===== src/rtl/instruction_fetch_stage.sv =====
// IF stage: PC register, ROM address, IF/ID boundary register.
// Ports: clk, reset (async low), Stall_i, Redirect_i, Target_i,
//   Instruction_i <- ROM, Address_o -> ROM, IF/ID outputs
//   Instruction_o, PC_Plus_4_o, Valid_o, sticky Fetch_Error_o.
// Option: FETCH_ALIGN_CHECK_EN word-aligns redirect targets and
//   flags misaligned ones on Fetch_Error_o (tied 0 otherwise).
module instruction_fetch_stage #(
  parameter int DATA_WIDTH = 32,
  parameter logic [DATA_WIDTH-1:0] TEXT_BASE = 32'h00400000,
  parameter int MEMORY_DEPTH = 64,
  parameter logic [DATA_WIDTH-1:0] NOP_WORD = 32'h00000000
) (
  input  logic                  clk,
  input  logic                  reset,
  input  logic                  Stall_i,
  input  logic                  Redirect_i,
  input  logic [DATA_WIDTH-1:0] Target_i,
  input  logic [DATA_WIDTH-1:0] Instruction_i,
  output logic [DATA_WIDTH-1:0] Address_o,
  output logic [DATA_WIDTH-1:0] Instruction_o,
  output logic [DATA_WIDTH-1:0] PC_Plus_4_o,
  output logic                  Valid_o,
  output logic                  Fetch_Error_o
);

  localparam logic [DATA_WIDTH-1:0] FOUR =
    DATA_WIDTH'(4);
  localparam logic [DATA_WIDTH-1:0] LAST_PC =
    TEXT_BASE + DATA_WIDTH'(4 * (MEMORY_DEPTH - 1));

  logic [DATA_WIDTH-1:0] pc;
  logic [DATA_WIDTH-1:0] pc_plus4;
  logic [DATA_WIDTH-1:0] pc_seq;
  logic [DATA_WIDTH-1:0] target;

  assign pc_plus4  = pc + FOUR;
  // Sequential fetch wraps at the last ROM word.
  assign pc_seq    = (pc == LAST_PC) ? TEXT_BASE : pc_plus4;
  assign Address_o = pc;

`ifdef FETCH_ALIGN_CHECK_EN
  logic misalign;
  logic fetch_err;

  assign target   = {Target_i[DATA_WIDTH-1:2], 2'b00};
  assign misalign = |Target_i[1:0];

  always_ff @(posedge clk or negedge reset) begin
    if (!reset) begin
      fetch_err <= 1'b0;
    end else if (Redirect_i && misalign) begin
      fetch_err <= 1'b1;
    end
  end

  assign Fetch_Error_o = fetch_err;
`else
  assign target        = Target_i;
  assign Fetch_Error_o = 1'b0;
`endif

  always_ff @(posedge clk or negedge reset) begin
    if (!reset) begin
      pc            <= TEXT_BASE;
      Instruction_o <= NOP_WORD;
      PC_Plus_4_o   <= '0;
      Valid_o       <= 1'b0;
    end else if (Redirect_i) begin
      pc            <= target;
      Instruction_o <= NOP_WORD;
      PC_Plus_4_o   <= '0;
      Valid_o       <= 1'b0;
    end else if (!Stall_i) begin
      pc            <= pc_seq;
      Instruction_o <= Instruction_i;
      PC_Plus_4_o   <= pc_plus4;
      Valid_o       <= 1'b1;
    end
  end

endmodule

===== config.mk =====
export PLATFORM = sky130hd
export DESIGN_NAME = instruction_fetch_stage
export DESIGN_NICKNAME = d
export VERILOG_FILES = /design/src/rtl/instruction_fetch_stage.sv
export SDC_FILE = /design/constraint.sdc
export NUM_CORES = 1
export LEC_CHECK = 0
export CORE_UTILIZATION = 45
export DETAILED_ROUTE_END_ITERATION = 12
export PLACE_DENSITY_LB_ADDON = 0.05
export REMOVE_ABC_BUFFERS = 1
export SLEW_MARGIN = 20
export SYNTH_ARGS = -nofsm -noshare
export SYNTH_HDL_FRONTEND = slang
export SYNTH_SLANG_ARGS = --single-unit

===== constraint.sdc =====
create_clock -name clk -period 4.4 [get_ports clk]
set_clock_uncertainty 0.2 [all_clocks]
set_input_delay 1.32 -clock clk [delete_from_list [all_inputs] [get_ports clk]]
set_output_delay 1.32 -clock clk [all_outputs]
set_load 0.03 [all_outputs]

[Word-level counts from Yosys, hierarchy flattened]
Index checks and enable logic that the tools add are counted.
Cells by class
  equal/unequal tests: 2
  mux-type cells: 9
  add/subtract/negate cells: 1
Operator list (number)
  $mux W32: 7
  $add A32 B3 Y32 const B: 1
  $eq A32 B23 Y1 const B: 1
  $mux W1: 2
  $ne A2 B1 Y1 const B: 1
Word-level totals
  output and inout port bits: 98
  flip-flop bits (word level): 97

[Longest topological paths before layout]
  depth after elaboration: 4
  gate-level depth with buffers: 7
  gate-level depth less buffers: 5

[Least setup slack after synthesis]
No wires, ideal clock.
  path type: input -> register
  from: input Stall_i
  to: register Instruction_o[0]
  cell stages on the path: 5
  slack: 1.498 ns
  setup time: 0.132 ns
  buffers on the path: 3
  data arrival time: 2.570 ns
  cell sequence: clkbuf_1 clkbuf_1 buf_1 mux2i_1 nor2_1
Between the ends
  cells in the longest elaborated chain, start to end: 1
Ends and longest elaborated chain
  start, declared: line 15  | input logic Stall_i,
  $ne A2 B1 Y1 (no line)
  end signal, assigned: line 75  | Instruction_o <= Instruction_i;
  end, declared: line 20  | output logic [DATA_WIDTH-1:0] Instruction_o,
Every way passes these cells.
A chain may end at the register's enable or synchronous reset.

[Worst setup path in the final report]
  from: register pc[8] (netlist: Address_o[8])
  to: output Address_o[8]
RTL lines
  start, declared: line 31  | logic [DATA_WIDTH-1:0] pc;
  start signal, assigned: line 69  | pc <= target;
  start signal, assigned: line 74  | pc <= pc_seq;
  end, declared: line 19  | output logic [DATA_WIDTH-1:0] Address_o,
No word-level cell between the ends.

==> results.py <==
metrics = {
    "placed_design": {
        "port_buffers": 164,
        "dpl.hpwl_mm": 9.66,
        "place_ws_ns": 1.15,
        "place_congestion": 0.771,
        "dp_cells": 794,
    },
    "grt": {
        "grt_max_degree": 79,
        "gr-total-overflow": 0,
        "grt_pass1_vias": 4528,
        "grt_antenna_before_repair": 0,
        "grt_pass1_wl_mm": 23.1,
        "gr-usage-all-layers_pct": 25.1,
    },
    "setup_path": {
        "worst_setup_path_end_kind": "output port",
        "worstPathMaxFanout": 15,
        "path_cells": "clkdlybuf4s50_1",
        "worstPathArrival_ns": 1.77,
        "crit_type": "reg -> out",
        "crit_buf_inv": 1,
        "worstPathRequired_ns": 2.88,
        "crit_path_start_kind": "flop",
        "slowest_stage": "clkdlybuf4s50_1",
        "crit_family": "buffers and inverters",
        "cp_slowest_stage_delay_ns": 0.77,
    },
    "clock_tree": {
        "post_cts_buffers": 0,
        "clockBufferDepth": 2,
        "cts.sinks": 97,
        "cts_resized": 0,
        "root_buffer": "clkbuf_16",
        "clk_pin_slew_ns": 0.07,
        "h-tree-depth": 3,
        "clk_latency_ns": 0.35,
        "cts_tree": "built",
        "cts_hold_buf": 0,
        "numCtsBuffers": 9,
    },
    "detailed_routing": {
        "drt_iter0_markers": 259,
        "vias_per_cell": 5.83,
        "postRouteAntennaNets": 0,
        "post_drt_wl_per_cell_um": 17.4,
        "vias": 4721,
        "first_pass_iters": 5,
        "routed_wl_mm": 14.1,
        "route.detailed.drc": 0,
    },
    "synthesis": {
        "synth_adder_area_share_pct": 0.490,
        "synth_area_mm2": 0.00510,
        "synth_compound_area_share_pct": 13.7,
        "ys_top_cells_by_area": "dfrtp_1, mux2i_1, nor2_1, o31ai_1, or4_1",
        "yosys.area_share.xor_xnor_pct": 3.26,
        "synthFlopType": "dfrtp_1",
        "synth.yosys.warnings": 0,
        "synthMuxAreaShare_pct": 7.11,
        "syn_area_per_cell_um2": 9.54,
        "ys_ff_latch": 97,
        "ys_seq_area_share_pct": 47.6,
        "synth_top_family_by_area": "simple AND/OR/NAND/NOR gates",
        "yosys.cell_types.count": 50,
        "synth_edf_count": 0,
        "yosys.area.top_type_share_pct": 47.1,
        "synth_simple_gate_area_share_pct": 23.2,
        "async_reset_ff_share_pct": 100,
        "syn_inst": 535,
        "synth.largest_area_cell": "dfrtp_1",
    },
    "floorplan": {
        "die-area_mm2": 0.0118,
        "core_mm2": 0.0109,
        "die_w_um": 108,
        "start_util_pct": 46.7,
        "pin_count": 166,
        "die_y_um": 108,
        "rows": 38,
    },
    "timing": {
        "fin_crit_sh_pct": 74.8,
        "setup_viol": 0,
        "hold_viol_final": 0,
        "worst_slack_ns": 1.11,
        "setup_tns_ns": 0,
        "slew_violations": 0,
        "min_period_ns": 3.29,
        "slew_headroom_pct": 38.3,
        "fmax_mhz": 304,
        "rsz0062_at_grt": "no",
        "tightest_slew_ns": 0.925,
    },
    "final_layout": {
        "drive_gt1_share_pct": 5.52,
        "fin_cells": 810,
        "fill_cells": 932,
        "area_delta_synth_final_pct": 38.2,
        "final_core_util_pct": 64.5,
        "num_antenna_cells": 0,
        "layout_commonest_cell": "clkdlybuf4s50_1",
        "final_cell_mix": "clkdlybuf4s50_1, dfrtp_1, nor2_1, mux2i_1, nand2_1",
        "fin_nets": 735,
    },
    "job": {
        "maxCapViolCount": 0,
    },
    "power": {
        "p_leak_nw": 2.84,
        "p_per_area_mw_per_mm2": 344,
        "vdd_drop_max_mv": 0.189,
    },
    "worst_hold_path": {
        "min_path_type": "reg -> reg",
    },
    "status": {
        "outcome": "finished, final reports clean",
    },
}
## metal layers
layer	track usage, %	share of wire, %	vias up
li1	-	-	2237
met1	33.5	44	2307
met2	39.9	47	165
met3	5.85	7.3	12
met4	8.69	1.3	0
met5	0	0	-
## metrics by stage
| stage | hold slack (ns) | power, mW | instance area (µm²) |
|---|---|---|---|
| after global placement | 0.264 | 1.63 | 6740 |
| after floorplan | 0.387 | 1.34 | 4890 |
| after global routing | 0.325 | 2.53 | 7050 |
| final | 0.306 | 2.43 | 7050 |
| after detailed placement | 0.270 | 1.64 | 6740 |
| after CTS | 0.311 | 2.45 | 7050 |
## area by class of cell
| cell class | count | area (µm²) | area share [%] |
|---|---|---|---|
| multi-input combinational | 381 | 2450 | 34.7 |
| sequential | 97 | 2430 | 34.4 |
| timing repair buffer | 170 | 1680 | 23.8 |
| clock buffer | 9 | 225 | 3.19 |
| tap | 140 | 175 | 2.48 |
| clock inverter | 7 | 78.8 | 1.12 |
| inverter | 6 | 22.5 | 0.319 |
## sequential cells by signal, indices dropped and copies added, names as in the netlist
| signal | count |
|---|---|
| PC_Plus_4_o | 32 |
| Instruction_o | 32 |
| Valid_o | 1 |
| Address_o | 32 |
## synth_stat cells, drive strengths merged, types with 11 or more instances
cell and number:
or4 22, xnor2 11, mux2i 34, a31oi 19, o31ai 25, o21ai 14, nor2 80, nand4 18
dfrtp 96, nand3 15, clkbuf 33, buf 18, nand2 29, a21oi 11, and4 11
## power breakdown
part	switching, mW	leakage, nW	total (mW)	internal, mW
clock network	0.357	0.150	0.804	0.447
logic	0.315	1.47	0.567	0.252
registers	0.0998	1.22	1.06	0.959
## worst paths after layout
kind                            cells past startpoint           endpoint          from  slack (ns)
worst max register to register                      4    PC_Plus_4_o[25]  Address_o[4]        1.62
max in group asynchronous                           2  Instruction_o[18]         reset        2.31
worst min-delay path                                1            Valid_o       Valid_o        0.31
min in group asynchronous                           1    PC_Plus_4_o[12]         reset        0.91
worst max-delay path                                1       Address_o[8]  Address_o[8]        1.11
worst min register to register                      1            Valid_o       Valid_o        0.31
## kinds of logic (layout without fill, tap and decap cells)
| group | Yosys count | after routing |
|---|---|---|
| adders and majority gates | 2 | 2 |
| buffers and inverters | 57 | 192 |
| xor gates and xnor gates | 19 | 19 |
| muxes | 36 | 36 |
| other | 1 | 1 |
| AOI/OAI and AO/OA | 101 | 101 |
| DFF | 97 | 97 |
| and+or+nand+nor | 222 | 222 |
(Power assumes the default switching activity.)
